===== config.mk =====
export PLATFORM = sky130hd
export DESIGN_NAME = prbs_seq_ctrl
export DESIGN_NICKNAME = d
export VERILOG_FILES = /design/src/rtl/prbs_seq_ctrl.sv
export SDC_FILE = /design/constraint.sdc
export NUM_CORES = 1
export LEC_CHECK = 0
export CAP_MARGIN = 20
export CORE_MARGIN = 2
export CORE_UTILIZATION = 30
export DETAILED_ROUTE_END_ITERATION = 7
export GPL_TIMING_DRIVEN = 0
export PLACE_DENSITY = 0.5
export SLEW_MARGIN = 30
export SYNTH_ARGS = -nofsm -noshare
export SYNTH_HDL_FRONTEND = slang
export SYNTH_SLANG_ARGS = --single-unit

===== constraint.sdc =====
create_clock -name clk -period 2.7 [get_ports clk]
set_input_delay 0.27 -clock clk [delete_from_list [all_inputs] [get_ports clk]]
set_output_delay 0.27 -clock clk [all_outputs]
set_load 0.01 [all_outputs]

===== src/rtl/prbs_seq_ctrl.sv =====
// Step/load sequencer for an 8-bit PRBS generator: debounced single-step, divided free-run,
// fixed-length bursts and all-zero lock-up recovery. All outputs are registered.
module prbs_seq_ctrl #(
   parameter int unsigned      WIDTH        = 8,
   parameter logic [WIDTH-1:0] DEFAULT_SEED = {{(WIDTH-1){1'b0}}, 1'b1},
   parameter int unsigned      DB_CYC       = 20000,
   parameter int unsigned      RUN_DIV      = 1000000
) (
   input  logic             clk,
   input  logic             rst,
   input  logic             btn_step,
   input  logic             run_en,
   input  logic             burst_start,
   input  logic [7:0]       burst_len,
   input  logic             seed_load,
   input  logic [WIDTH-1:0] seed_in,
   input  logic [WIDTH-1:0] lfsr_state,
   output logic             lfsr_step,
   output logic             lfsr_load,
   output logic [WIDTH-1:0] lfsr_seed,
   output logic             busy,
   output logic [1:0]       state_o,
   output logic [15:0]      step_count,
   output logic             lockup_err
);

   localparam int unsigned DBW = (DB_CYC > 1) ? $clog2(DB_CYC) : 1;
   localparam int unsigned RDW = (RUN_DIV > 1) ? $clog2(RUN_DIV) : 1;
   localparam logic [DBW-1:0] DB_LAST  = DBW'(DB_CYC - 1);
   localparam logic [RDW-1:0] DIV_LAST = RDW'(RUN_DIV - 1);

   typedef enum logic [1:0] {
      ST_IDLE  = 2'd0,
      ST_LOAD  = 2'd1,
      ST_RUN   = 2'd2,
      ST_BURST = 2'd3
   } state_t;

   state_t           state_q;
   logic [1:0]       sync_q;
   logic             db_lvl_q;
   logic [DBW-1:0]   db_cnt_q;
   logic             press_q;
   logic [RDW-1:0]   div_q;
   logic [7:0]       burst_q;
   logic             step_q;
   logic             load_q;
   logic             load_prev_q;
   logic [WIDTH-1:0] seed_q;
   logic [15:0]      count_q;
   logic             lockerr_q;
   logic             busy_q;

   logic             run_tick_d;
   logic [RDW-1:0]   div_d;
   logic             lockup_d;

   assign run_tick_d = (div_q == DIV_LAST);
   assign div_d      = run_tick_d ? {RDW{1'b0}} : div_q + RDW'(1);
   // A zero state right after a load is the generator still settling, not a lock-up.
   assign lockup_d   = (lfsr_state == {WIDTH{1'b0}}) && (state_q != ST_LOAD) && !load_prev_q;

   // Synchroniser and debouncer: one press pulse per accepted rising level.
   always_ff @(posedge clk) begin
      if (rst) begin
         sync_q   <= 2'b00;
         db_lvl_q <= 1'b0;
         db_cnt_q <= {DBW{1'b0}};
         press_q  <= 1'b0;
      end else begin
         sync_q  <= {sync_q[0], btn_step};
         press_q <= 1'b0;
         if (sync_q[1] == db_lvl_q) begin
            db_cnt_q <= {DBW{1'b0}};
         end else if (db_cnt_q == DB_LAST) begin
            db_cnt_q <= {DBW{1'b0}};
            db_lvl_q <= sync_q[1];
            press_q  <= sync_q[1];
         end else begin
            db_cnt_q <= db_cnt_q + DBW'(1);
         end
      end
   end

   // Sequencer FSM; every output is decided here one cycle ahead and held in a register.
   always_ff @(posedge clk) begin
      if (rst) begin
         state_q     <= ST_LOAD;
         step_q      <= 1'b0;
         load_q      <= 1'b0;
         load_prev_q <= 1'b0;
         seed_q      <= DEFAULT_SEED;
         count_q     <= 16'd0;
         lockerr_q   <= 1'b0;
         div_q       <= {RDW{1'b0}};
         burst_q     <= 8'd0;
         busy_q      <= 1'b0;
      end else begin
         load_prev_q <= load_q;
         step_q      <= 1'b0;
         load_q      <= 1'b0;
         busy_q      <= 1'b0;
         if (seed_load) begin
            state_q   <= ST_LOAD;
            seed_q    <= seed_in;
            load_q    <= 1'b1;
            lockerr_q <= 1'b0;
            count_q   <= 16'd0;
            div_q     <= {RDW{1'b0}};
            burst_q   <= 8'd0;
         end else if (lockup_d) begin
            state_q   <= ST_LOAD;
            seed_q    <= DEFAULT_SEED;
            load_q    <= 1'b1;
            lockerr_q <= 1'b1;
            count_q   <= 16'd0;
            div_q     <= {RDW{1'b0}};
            burst_q   <= 8'd0;
         end else begin
            case (state_q)
               // Out of reset LOAD lasts one extra cycle so the load pulse is registered.
               ST_LOAD: begin
                  count_q <= 16'd0;
                  if (load_q) begin
                     state_q <= ST_IDLE;
                  end else begin
                     load_q <= 1'b1;
                  end
               end
               ST_IDLE: begin
                  if (burst_start && (burst_len != 8'd0)) begin
                     state_q <= ST_BURST;
                     burst_q <= burst_len - 8'd1;
                     step_q  <= 1'b1;
                     busy_q  <= 1'b1;
                     count_q <= count_q + 16'd1;
                  end else if (run_en) begin
                     state_q <= ST_RUN;
                     div_q   <= div_d;
                     if (run_tick_d) begin
                        step_q  <= 1'b1;
                        count_q <= count_q + 16'd1;
                     end else begin
                        step_q  <= 1'b0;
                     end
                  end else if (press_q) begin
                     step_q  <= 1'b1;
                     count_q <= count_q + 16'd1;
                  end else begin
                     state_q <= ST_IDLE;
                  end
               end
               ST_RUN: begin
                  if (!run_en) begin
                     state_q <= ST_IDLE;
                     div_q   <= {RDW{1'b0}};
                  end else begin
                     div_q <= div_d;
                     if (run_tick_d) begin
                        step_q  <= 1'b1;
                        count_q <= count_q + 16'd1;
                     end else begin
                        step_q  <= 1'b0;
                     end
                  end
               end
               ST_BURST: begin
                  if (burst_q == 8'd0) begin
                     state_q <= ST_IDLE;
                  end else begin
                     burst_q <= burst_q - 8'd1;
                     step_q  <= 1'b1;
                     busy_q  <= 1'b1;
                     count_q <= count_q + 16'd1;
                  end
               end
               default: begin
                  state_q <= ST_LOAD;
                  load_q  <= 1'b1;
               end
            endcase
         end
      end
   end

   assign lfsr_step  = step_q;
   assign lfsr_load  = load_q;
   assign lfsr_seed  = seed_q;
   assign busy       = busy_q;
   assign state_o    = state_q;
   assign step_count = count_q;
   assign lockup_err = lockerr_q;

endmodule


Word level (Yosys, flattened, before mapping)
Index checks and enable logic that the tools add are counted.
{"block": "word_totals", "ff_bits": 78, "latchBits": 0, "ram_bits": 0, "rom_bits": 0, "inputBits": 30, "out_inout_bits": 30, "elab_cells": 95, "mem_count": 0}
{"block": "classes", "addsub": 5, "mul": 0, "div_mod_pow": 0, "n_lt_le_gt_ge": 0, "eq_ne": 17, "n_shift": 0, "muxes": 37, "n_bitwise": 2, "n_reduce_logical": 20}
{"op": "$mux W16", "n": 6}
{"op": "$mux W20", "n": 4}
{"op": "$pmux W16 S4", "n": 1}
{"op": "$pmux W20 S2", "n": 1}
{"op": "$mux W8", "n": 4}
{"op": "$add A20 B1 Y20 const B", "n": 1}
{"op": "$eq A20 B20 Y1 const B", "n": 1}
{"op": "$add A16 B1 Y16 const B", "n": 1}
{"op": "$logic_not A8 Y1", "n": 2}
{"op": "$ne A2 B2 Y1 const B", "n": 8}
{"op": "$pmux W8 S2", "n": 1}
{"op": "$sub A8 B1 Y8 const B", "n": 2}
{"op": "$add A15 B1 Y15 const B", "n": 1}
{"op": "$eq A15 B15 Y1 const B", "n": 1}
{"op": "$mux W2", "n": 6}
{"op": "$mux W1", "n": 11}
{"op": "$reduce_and A3 Y1", "n": 3}
{"op": "$reduce_or A3 Y1", "n": 3}
{"op": "$ne A4 B4 Y1 const B", "n": 2}
{"op": "$pmux W2 S4", "n": 1}
{"op": "$reduce_bool A8 Y1", "n": 1}
{"op": "$reduce_bool A2 Y1", "n": 3}
{"op": "$eq A2 B2 Y1 const B", "n": 2}
{"op": "$reduce_and A4 Y1", "n": 1}
{"op": "11 further kinds", "n": 14}

Logic depth before layout (Yosys ltp)
Gate-level depths: netlist of the first run.
{"block": "logic_depth", "depth_word": 5, "depth_mapped": 11, "ltp_nobuf": 9}

Worst setup path before layout of the first run
Ideal clock, no wire load.
{"block": "synth_path", "path_type": "flip-flop to flip-flop", "startpoint": "register state_q[0] (netlist: state_o[0])", "endpoint": "register burst_q[6]", "setup_ns": 0.117, "arrival_time_ns": 2.426, "t_required_ns": 2.583, "setup_slack_ns": 0.156, "stages_incl_launch_ff": 11, "path_buffers": 2, "synth_period_minus_slack_ns": 2.544, "cell_sequence": "dfxtp_1 ha_1 buf_1 buf_1 nor2b_1 a21oi_1 ha_1 o21ai_0 nor2_1 o211ai_1 a32o_1"}
{"block": "synth_via", "elab_chain_len": 4, "elab_cells_between_ends": 11, "classes_between": "4 x eq/ne; 1 x mux; 6 x reduce/logical"}
{"item": "start: declaration", "line_no": "39", "source": "state_t state_q;"}
{"item": "start signal: assignment", "line_no": "88", "source": "state_q <= ST_LOAD;"}
{"item": "start signal: assignment", "line_no": "104", "source": "state_q <= ST_LOAD;"}
{"item": "start signal: assignment", "line_no": "112", "source": "state_q <= ST_LOAD;"}
{"item": "$ne A2 B1 Y1", "line_no": "61", "source": "assign lockup_d = (lfsr_state == {WIDTH{1'b0}}) && (state_q != ST_LOAD) && !load_prev_q;"}
{"item": "$logic_and A1 B1 Y1 (2 in a row)", "line_no": "61"}
{"item": "$reduce_or A3 Y1 (no line)"}
{"item": "end signal: assignment", "line_no": "133", "source": "burst_q <= burst_len - 8'd1;"}
{"item": "end signal: assignment", "line_no": "171", "source": "burst_q <= burst_q - 8'd1;"}
{"item": "end: declaration", "line_no": "45", "source": "logic [7:0] burst_q;"}
Parallel ways exist; a longest one is shown, timed or not.
A chain may end at the register's enable or synchronous reset.

Worst setup path after layout of the first run
{"block": "layout_path", "startpoint": "register state_q[1] (netlist: state_o[1])", "endpoint": "register burst_q[6]"}
The elaborated chain is that of the path after synthesis.

==> out/summary.txt, run 1 <==
Synth area leaders - dfxtp_1 38%, nor2_1 5.8%, xor2_1 3.5%
Yosys warns - 0
Final hold violations - 0
I/O Buffers - 59
Cell chosen for the clock root - clkbuf_16
Router iterations before antenna repair - 4
Max_cap viols - 0
Vias in the first global route - 3582
Worst-path maximum fanout - 10
Clock buffer depth - 2
Hpwl dp - 7828 microns
Die width - 120.3 microns
Critical path type - reg2reg
Via density - 5.122
Cell Area, Synth - 4058 sq um
TritonCTS buffer count - 9
First-pass GRT wire length - 17600 microns
Status - finished, final reports clean
Die H - 120.3 microns
Fin cells - 727
Switching component of the power - 0.0006680 W
Seq cells post-synth - 78
DR iter-0 viols - 223
Worst-Margin Slew - 0.7635 ns
Crit share post-route - 93.02%
Crit path DAT - 2.75 ns
Pwr Density - 504.5 nW/um^2
Vias post-DR - 3724
Post-synthesis async set-or-reset flop share - 0%
Diode count - 0
Post-synth net total - 513
Post-Syn Instances - 474
Die area - 14470 sq um
CORE AREA - 13240 sq um
Initial antenna violation count - 0
Hold Path Class - reg2reg
Post-synth top area share - 38.48%
Routed WL - 10510 microns
Syn_area_per_cell - 8.560 sq um
Largest net degree at the start of global routing - 14
Placed cell count - 709
DRC - 0
Main synth FF type - dfxtp_1
Initial Util - 30.64%
Clock transition at the registers of the reported paths - 0.06 ns
Slew headroom - 48.82%
Avg WL per Cell - 14.46 microns
Final setup fails - 0
Final Skew - 0.003866 ns
Synth unique cells - 67
Share of layout cells above drive strength 1 - 9.437%
Hold Slack - 0.4524 ns
P_int - 0.001952 W
NumNets Final - 585
Std cell rows - 42
Routability cong. - 0.8195
Share of the yosys chip area belonging to registers - 38.48%
# IOs - 60
Grt total ovfl - 0
Crit path launch type - flip-flop
Routed Antenna Nets - 0
Static leakage - 1.805 nW
Critical Path End Type - flip-flop
RSZ-0062 raised after global routing - no
F_max - 0.3982 GHz
Area growth from synthesis to layout - 27.97%
Sw Share - 25.50%
CP Data Required Time - 2.93 ns
Number of H-tree levels - 3
Final min period - 2.511 ns
Worst IR drop on VDD - 286.4 uV
Gr usage total - 15.28%
Combinational share of power - 11.9%
Worst-skew pair later-pin latency - 0.34 ns
CTS Hold Bufs - 0
Final slew viol count - 0
TritonCTS clock tree - done
Sequential group share of total power - 45.3%
Clock power share - 42.8%
Synth area leader - dfxtp_1
Post-synth EDFFs - 0
# clock sinks - 78
Fillers - 1386
## cell usage after synthesis, types with 5 or more instances
cell,count
dfxtp_1,78
nor2_1,63
nand2_1,32
a21oi_1,25
nand3_1,20
o21ai_0,19
xor2_1,16
nor3_1,15
and3_1,14
inv_1,14
xnor2_1,14
or3_1,13
ha_1,9
a22o_1,8
nor2b_1,8
o211ai_1,7
nand4_1,6
or4_1,6
buf_2,5
clkbuf_1,5
o31ai_1,5
## critical path, cell delays in order (launching register included)
cell and delay (ns):
dfxtp_1 0.44, ha_2 0.28, clkbuf_4 0.23, clkbuf_4 0.23, mux2i_1 0.20, ha_1 0.24
o21ai_1 0.19, nor2_2 0.19, o211ai_1 0.10, a32o_1 0.29
## area by class of cell
type                            instances  area (sq um)  area share (%)
Tap cell                              176         220.2           4.241
Clock buffer                           10         239.0           4.602
Sequential cell                        78          1563           30.10
Timing Repair Buffer                   61         605.6           11.66
Inverter                               15         56.30           1.084
Multi-Input combinational cell        364          2371           45.66
Buffer                                 17         100.1           1.928
Clock inverter                          6         37.54          0.7229
## final timing paths
check | start | endpoint | slack [ns] | cells past startpoint
worst max-delay path | state_o[1]$_SDFFE_PP0P_ | burst_q[6]$_SDFFE_PP0P_ | 0.19 | 9
worst min register to register | sync_q[0]$_SDFF_PP0_ | sync_q[1]$_SDFF_PP0_ | 0.45 | 1
worst max register to register | state_o[1]$_SDFFE_PP0P_ | burst_q[6]$_SDFFE_PP0P_ | 0.19 | 9
worst min-delay path | sync_q[0]$_SDFF_PP0_ | sync_q[1]$_SDFF_PP0_ | 0.45 | 1
## power groups by stage
| stage | Clock, W | Sequential [W] | Combinational (W) |
|---|---|---|---|
| final | 0.00112 | 0.00119 | 0.000311 |
| after global routing | 0.00121 | 0.00119 | 0.000345 |
| after CTS | 0.00116 | 0.00119 | 0.000307 |
| after detailed placement | 0 | 0.00121 | 0.000305 |
| after global placement | 0 | 0.00121 | 0.000304 |
| after floorplan | 0 | 0.00121 | 0.000173 |
## metrics by stage
step	cell area (sq um)	power, W	worst slack (ns)	utilization, %	TNS (ns)
after floorplan	4058	0.001386	0.1565	-	0
after global placement	4868	0.001515	-0.3907	36.76	-0.6785
after detailed placement	4868	0.001517	-0.4068	36.76	-0.7002
after CTS	5150	0.002658	0.03918	38.89	0
after global routing	5192	0.002741	0.01808	39.21	0
final	5192	0.002620	0.1886	39.21	0
## placed cells by master, fill, tap and decap left out, types with 14 or more instances in the layout
master            n
nand3_1          20
nor2_1           62
o21ai_0          18
clkdlybuf4s50_1  59
dfxtp_1          77
xor2_1           16
a21oi_1          25
nand2_1          32
nor3_1           14
xnor2_1          14
inv_1            14
and3_1           14
## metal layers
metal  GRT usage, %  wire (microns)
met1          20.15            4968
met4          5.523             139
met3          4.057             547
met2          24.04            4855
met5              0               0
## registers in the layout, summed over array words and instances (netlist names), 2 cells and up
signal,count
step_count,16
db_cnt_q,15
sync_q,2
lfsr_seed,8
burst_q,8
div_q,20
state_o,2
## logic make-up (layout without fill, tap and decap cells)
logic type,count (synthesis),after routing,share of synthesized area [%]
fa+ha+maj,9,9,2.775
simple gates,216,216,29.73
buf+inv,32,109,3.669
xor+xnor,30,30,6.475
flops,78,78,38.48
mux,4,4,0.9868
compound gates,105,105,17.89
## timing repair
action / in CTS / in global routing
gates resized for setup: 4 / 7
endpoints found under the setup margin: 2 / 13
buffers inserted: 0 / 2
pin swaps: 1 / 1
No activity file was read; power rests on OpenSTA's default activity.
==> run 2: changes to the inputs <==
SETUP_SLACK_MARGIN = 0.5   (was unset)
==> run 2 against run 1 <==
Against the previous run: register-to-register slack better by 0.32 ns; die area stayed put; design area increased by 8.7%; global-route usage grew 0.13 points; critical endpoint is now step_count[7]$_SDFFE_PP0P_.
==> out/summary.txt, run 2 (synthesis results as in run 1) <==
Grt met3 use - 4.245% (was 4.057%)
Share of layout cells above drive strength 1 - 19.44% (was 9.437%)
Combinational share of power - 13.4% (was 11.9%)
Final hold violations - 0 (unchanged)
Routed WL - 11030 microns (was 10510 microns)
Slew headroom - 64.37% (was 48.82%)
Clock buffer depth - 2 (unchanged)
Crit path max-delay cell type - or4_4 (was dfxtp_1)
Hold Crit Depth - 3 (was 1)
Initial Util - 30.64% (unchanged)
Met2 usage - 24.54% (was 24.04%)
Max reg flops - 20 (unchanged)
Vias post-DR - 3782 (was 3724)
Final setup fails - 0 (unchanged)
Util after Layout - 42.61% (was 39.21%)
Worst-Margin Slew - 0.5328 ns (was 0.7635 ns)
Routability cong. - 0.8548 (was 0.8195)
Worst-path maximum fanout - 6 (was 10)
Avg WL per Cell - 14.77 microns (was 14.46 microns)
NumNets Final - 605 (was 585)
CORE AREA - 13240 sq um (unchanged)
DRC - 0 (unchanged)
Clock transition at the registers of the reported paths - 0.06 ns (about the same)
Hold Path Class - in2reg (was reg2reg)
Status - finished, final reports clean (unchanged)
Critical path type - reg2reg (unchanged)
CP peak stage delay - 0.47 ns (was 0.44 ns)
# clock sinks - 78 (unchanged)
Initial antenna violation count - 0 (unchanged)
Most frequent cells in the layout - 76 x dfxtp_1, 59 x nor2_1, 54 x clkdlybuf4s50_1 (was 77 x dfxtp_1, 62 x nor2_1, 59 x clkdlybuf4s50_1)
Hold Slack - 0.4394 ns (was 0.4524 ns)
Sequential group share of total power - 42.1% (was 45.3%)
Final Skew - 0.009057 ns (was 0.003866 ns)
Number of H-tree levels - 3 (unchanged)
Routed Antenna Nets - 0 (unchanged)
Crit path cell chain - inv_4 -> ha_4 -> buf_6 -> or3b_4 -> a21oi_4 -> or3_4 -> buf_8 -> or4_4 -> a21oi_2 (was ha_2 -> clkbuf_4 -> clkbuf_4 -> mux2i_1 -> ha_1 -> o21ai_1 -> nor2_2 -> o211ai_1 -> a32o_1)
Grt total ovfl - 0 (unchanged)
Cell chosen for the clock root - clkbuf_16 (unchanged)
Reg with most FFs - div_q (unchanged)
Area growth from synthesis to layout - 39.07% (was 27.97%)
R2R setup slack - 0.51 ns (was 0.19 ns)
RSZ-0062 raised after global routing - yes (was no)
Crit path launch type - flip-flop (unchanged)
TritonCTS clock tree - done (unchanged)
P_int - 0.002113 W (was 0.001952 W)
# IOs - 60 (unchanged)
Die H - 120.3 microns (unchanged)
Switching component of the power - 0.0007064 W (was 0.0006680 W)
Critical Path End Type - flip-flop (unchanged)
Router iterations before antenna repair - 4 (unchanged)
Diode count - 0 (unchanged)
Pwr Density - 499.6 nW/um^2 (was 504.5 nW/um^2)
Met1 Use GR - 20.08% (was 20.15%)
Crit path DAT - 2.47 ns (was 2.75 ns)
TritonCTS buffer count - 9 (unchanged)
First-pass GRT wire length - 17820 microns (was 17600 microns)
Largest net degree at the start of global routing - 14 (unchanged)
Sw Share - 25.06% (was 25.50%)
F_max - 0.4561 GHz (was 0.3982 GHz)
Vias in the first global route - 3544 (was 3582)
Static leakage - 1.993 nW (was 1.805 nW)
Gr usage total - 15.41% (was 15.28%)
Setup TNS - 0 ns (unchanged)
Hpwl dp - 7838 microns (was 7828 microns)
Area of the multi-input gates - 2579 sq um (was 2371 sq um)
Final min period - 2.193 ns (was 2.511 ns)
Gr busiest metal - met2 (unchanged)
Die area - 14470 sq um (unchanged)
CTS Hold Bufs - 0 (unchanged)
Die width - 120.3 microns (unchanged)
Via density - 5.063 (was 5.122)
Fillers - 1320 (was 1386)
Commonest non-fill, non-tap cell in the layout - dfxtp_1 (unchanged)
CP Data Required Time - 2.98 ns (was 2.93 ns)
Std cell rows - 42 (unchanged)
Area taken by flip-flops and latches - 1569 sq um (was 1563 sq um)
Setup WS pre-CTS - 0.04166 ns (was -0.4068 ns)
Final slew viol count - 0 (unchanged)
DR iter-0 viols - 188 (was 223)
Number of cells on the worst reg-to-reg path - 9 (unchanged)
Worst-skew pair later-pin latency - 0.34 ns (about the same)
Worst IR drop on VDD - 244.9 uV (was 286.4 uV)
Crit share post-route - 81.21% (was 93.02%)
I/O Buffers - 59 (unchanged)
Final setup margin - 0.5073 ns (was 0.1886 ns)
Clock power share - 44.5% (was 42.8%)
Max_cap viols - 0 (unchanged)
## run 2: final timing paths
path / to / startpoint
min: burst_q[0]$_SDFFE_PP0P_ / burst_len[0]
max: step_count[7]$_SDFFE_PP0P_ / state_o[1]$_SDFFE_PP0P_
max reg2reg: step_count[7]$_SDFFE_PP0P_ / state_o[1]$_SDFFE_PP0P_
min reg2reg: sync_q[1]$_SDFF_PP0_ / sync_q[0]$_SDFF_PP0_
## run 2: final cells by class
cell class	instances	area share, %
clock inverters	5	1.020
repair buffers	81	13.59
inverters	15	1.042
well taps	176	3.902
clock buffers	11	4.479
plain buffers	17	2.461
flip-flops and latches	78	27.80
multi-input cells	364	45.70
## run 2: per-layer routing
layer	vias to the layer above	wire length (microns)
met3	11	579
met5	-	0
met2	84	5135
met4	0	148
met1	1761	5169
li1	1926	-
## run 2: power by group through the flow
stage                     logic [W]  clock network (W)  registers, W
after floorplan            0.000176                  0       0.00121
after global placement     0.000307                  0       0.00121
after detailed placement   0.000310                  0       0.00121
after CTS                  0.000330            0.00129       0.00118
after global routing       0.000413            0.00133       0.00119
final                      0.000379            0.00125       0.00119
## run 2: timing repair
item,in CTS,in global routing
cloned,0,1
endpoints found under the setup margin,29,43
gates resized for setup,16,58
setup buffers,5,16
pin swaps,4,24
## run 2: worst max-delay path, delay by kind of cell, from the launching register on
kind | cells | cell delay (ns)
buffers and inverters | 3 | 0.32
adder cells (fa/ha/maj) | 1 | 0.16
AO/OA/AOI/OAI | 2 | 0.17
flip-flops | 1 | 0.39
AND/OR/NAND/NOR | 3 | 1.07
## run 2: metrics by stage
stage	total power [W]	instances	cell area (sq um)
after floorplan	0.001389	474	4079
after global routing	0.002932	747	5643
final	0.002819	747	5643
after detailed placement	0.001521	709	4890
after global placement	0.001518	709	4890
after CTS	0.002803	730	5298
==> run 3: changes to the inputs <==
clock period = 2.2 ns   (was 2.7 ns; I/O delays follow)
==> run 3 against run 2 <==
Against the previous run: die area stayed put; fmax is 0.56% higher; total power is 28% higher; final cell count is 4.3% higher; non-clock buffer count is 32 higher; wire length is 7.8% higher; first-iteration DRC count is 62% higher; sequential cell count stayed put.
==> out/summary.txt, run 3 (synthesis results as in run 1) <==
Clock buffer depth - 2 (unchanged)
CP peak stage delay - 0.47 ns (about the same)
Gr usage total - 16.09% (was 15.41%)
Pwr Total - 0.003607 W (was 0.002819 W)
Hpwl dp - 7821 microns (was 7838 microns)
Diode count - 0 (unchanged)
Share of layout cells above drive strength 1 - 26.37% (was 19.44%)
Router iterations before antenna repair - 4 (unchanged)
Worst-skew pair later-pin latency - 0.35 ns (was 0.34 ns)
Crit path DAT - 2.46 ns (was 2.47 ns)
Grt total ovfl - 0 (unchanged)
Final Skew - 0.006355 ns (was 0.009057 ns)
Max reg flops - 20 (unchanged)
P_int - 0.002677 W (was 0.002113 W)
Via density - 5.148 (was 5.063)
Routed WL - 11890 microns (was 11030 microns)
Number of H-tree levels - 3 (unchanged)
Routed Antenna Nets - 0 (unchanged)
Cell chosen for the clock root - clkbuf_16 (unchanged)
Status - finished, final reports clean (unchanged)
Final slew viol count - 0 (unchanged)
Critical Path End Type - flip-flop (unchanged)
Hold Path Class - in2reg (unchanged)
# IOs - 60 (unchanged)
Slew headroom - 62.42% (was 64.37%)
Commonest non-fill, non-tap cell in the layout - dfxtp_1 (unchanged)
Vias post-DR - 4010 (was 3782)
Switching component of the power - 0.0009301 W (was 0.0007064 W)
DR iter-0 viols - 305 (was 188)
CTS Hold Bufs - 0 (unchanged)
Sw Share - 25.78% (was 25.06%)
Final hold violations - 0 (unchanged)
Sequential group share of total power - 40.4% (was 42.1%)
Final setup fails - 0 (unchanged)
Crit path max-delay cell type - or4_4 (unchanged)
Crit share post-route - 99.12% (was 81.21%)
Area growth from synthesis to layout - 51.59% (was 39.07%)
Most frequent cells in the layout - 73 x dfxtp_1, 57 x nor2_1, 48 x clkdlybuf4s50_1 (was 76 x dfxtp_1, 59 x nor2_1, 54 x clkdlybuf4s50_1)
Worst-Margin Slew - 0.5637 ns (was 0.5328 ns)
Max_cap viols - 0 (unchanged)
TritonCTS buffer count - 9 (unchanged)
# clock sinks - 78 (unchanged)
Crit path max-delay family - simple AND/OR/NAND/NOR gates (unchanged)
DRC - 0 (unchanged)
Initial Util - 30.64% (unchanged)
Critical path type - reg2reg (unchanged)
Clock power share - 43.3% (was 44.5%)
Most frequent CP cell - buf_6
Static leakage - 2.200 nW (was 1.993 nW)
RSZ-0062 raised after global routing - yes (unchanged)
Routability cong. - 0.8400 (was 0.8548)
TritonCTS clock tree - done (unchanged)
Combinational share of power - 16.3% (was 13.4%)
Pwr Density - 586.5 nW/um^2 (was 499.6 nW/um^2)
Die H - 120.3 microns (unchanged)
Die area - 14470 sq um (unchanged)
F_max - 0.4586 GHz (was 0.4561 GHz)
Buffer and inverter count on the worst path - 3 (unchanged)
Std cell rows - 42 (unchanged)
CORE AREA - 13240 sq um (unchanged)
Crit path launch type - flip-flop (unchanged)
Largest net degree at the start of global routing - 14 (unchanged)
Vias in the first global route - 3904 (was 3544)
Reg with most FFs - div_q (unchanged)
Hold Slack - 0.4369 ns (was 0.4394 ns)
First-pass GRT wire length - 18680 microns (was 17820 microns)
Die width - 120.3 microns (unchanged)
Worst-path maximum fanout - 5 (was 6)
Initial antenna violation count - 0 (unchanged)
I/O Buffers - 59 (unchanged)
Clock transition at the registers of the reported paths - 0.06 ns (about the same)
CP Data Required Time - 2.48 ns (was 2.98 ns)
Worst IR drop on VDD - 373.2 uV (was 244.9 uV)
Crit path cell chain - inv_4 -> ha_4 -> buf_6 -> or3b_1 -> a21oi_4 -> or3_4 -> buf_6 -> or4_4 -> a21oi_2 (was inv_4 -> ha_4 -> buf_6 -> or3b_4 -> a21oi_4 -> or3_4 -> buf_8 -> or4_4 -> a21oi_2)
NumNets Final - 637 (was 605)
Avg WL per Cell - 15.26 microns (was 14.77 microns)
Final min period - 2.181 ns (was 2.193 ns)
## run 3: cell types whose count changed in the layout (fill, tap and decap cells not counted), sizes merged
cell,delta
buf,+31
clkbuf,+2
clkdlybuf4s50,-6
clkinv,-1
clkinvlp,-1
dlygate4sd2,+10
dlymetal6s2s,-4
inv,+1
## run 3: per-stage QoR
stage	setup WS, ns	utilization, %	area [sq um]	setup TNS (ns)	cells
after floorplan	0.1080	-	4140	0	474
after global placement	-0.4499	37.39	4951	-12.33	709
after detailed placement	-0.4233	37.39	4951	-12.62	709
after CTS	0.009823	43.74	5792	0	761
after global routing	-0.03262	46.45	6151	-0.1620	779
final	0.01941	46.45	6151	0	779
## run 3: tightest hold or removal path, cell delays in order
cell and delay [ns]:
clkdlybuf4s50_1 0.40, inv_1 0.06, a21oi_1 0.05
## run 3: routing by layer
metal	track usage, %	wire, microns	up-vias
met5	0	0	-
met4	6.977	276	0
met3	3.679	431	24
met2	27.70	5845	64
met1	19.16	5335	1934
li1	-	-	1988
## run 3: power by group through the flow
| stage | registers [W] | clock network [W] | logic (W) |
|---|---|---|---|
| 2_1_floorplan | 0.00149 | 0 | 0.000229 |
| 3_3_place_gp | 0.00149 | 0 | 0.000393 |
| 3_5_place_dp | 0.00149 | 0 | 0.000396 |
| 4_1_cts | 0.00145 | 0.00160 | 0.000502 |
| 5_1_grt | 0.00146 | 0.00166 | 0.000629 |
| 6_report | 0.00146 | 0.00156 | 0.000589 |
## run 3: timing repair
item | 4_1_cts | 5_1_grt
resized for setup | 67 | 42
gates cloned | 4 | 1
setup buffers | 32 | 17
pin swaps | 25 | 18
setup endpoints to repair | 66 | 67
## run 3: worst paths after layout
kind	from	endpoint	slack (ns)	depth (start not counted)
max	state_o[1]$_SDFFE_PP0P_	step_count[7]$_SDFFE_PP0P_	0.02	9
min	seed_in[0]	lfsr_seed[0]$_SDFFE_PP1P_	0.44	3
max reg2reg	state_o[1]$_SDFFE_PP0P_	step_count[7]$_SDFFE_PP0P_	0.02	9
min reg2reg	sync_q[0]$_SDFF_PP0_	sync_q[1]$_SDFF_PP0_	0.44	1
## run 3: layout make-up
| type | instances | area, sq um |
|---|---|---|
| sequential | 78 | 1573 |
| buffer | 17 | 181.4 |
| tap | 176 | 220.2 |
| clock inverter | 4 | 53.80 |
| fill | 1275 | 7092 |
| clock buffer | 12 | 256.5 |
| multi-input combinational | 364 | 2723 |
| inverter | 15 | 61.31 |
| timing repair buffer | 113 | 1082 |
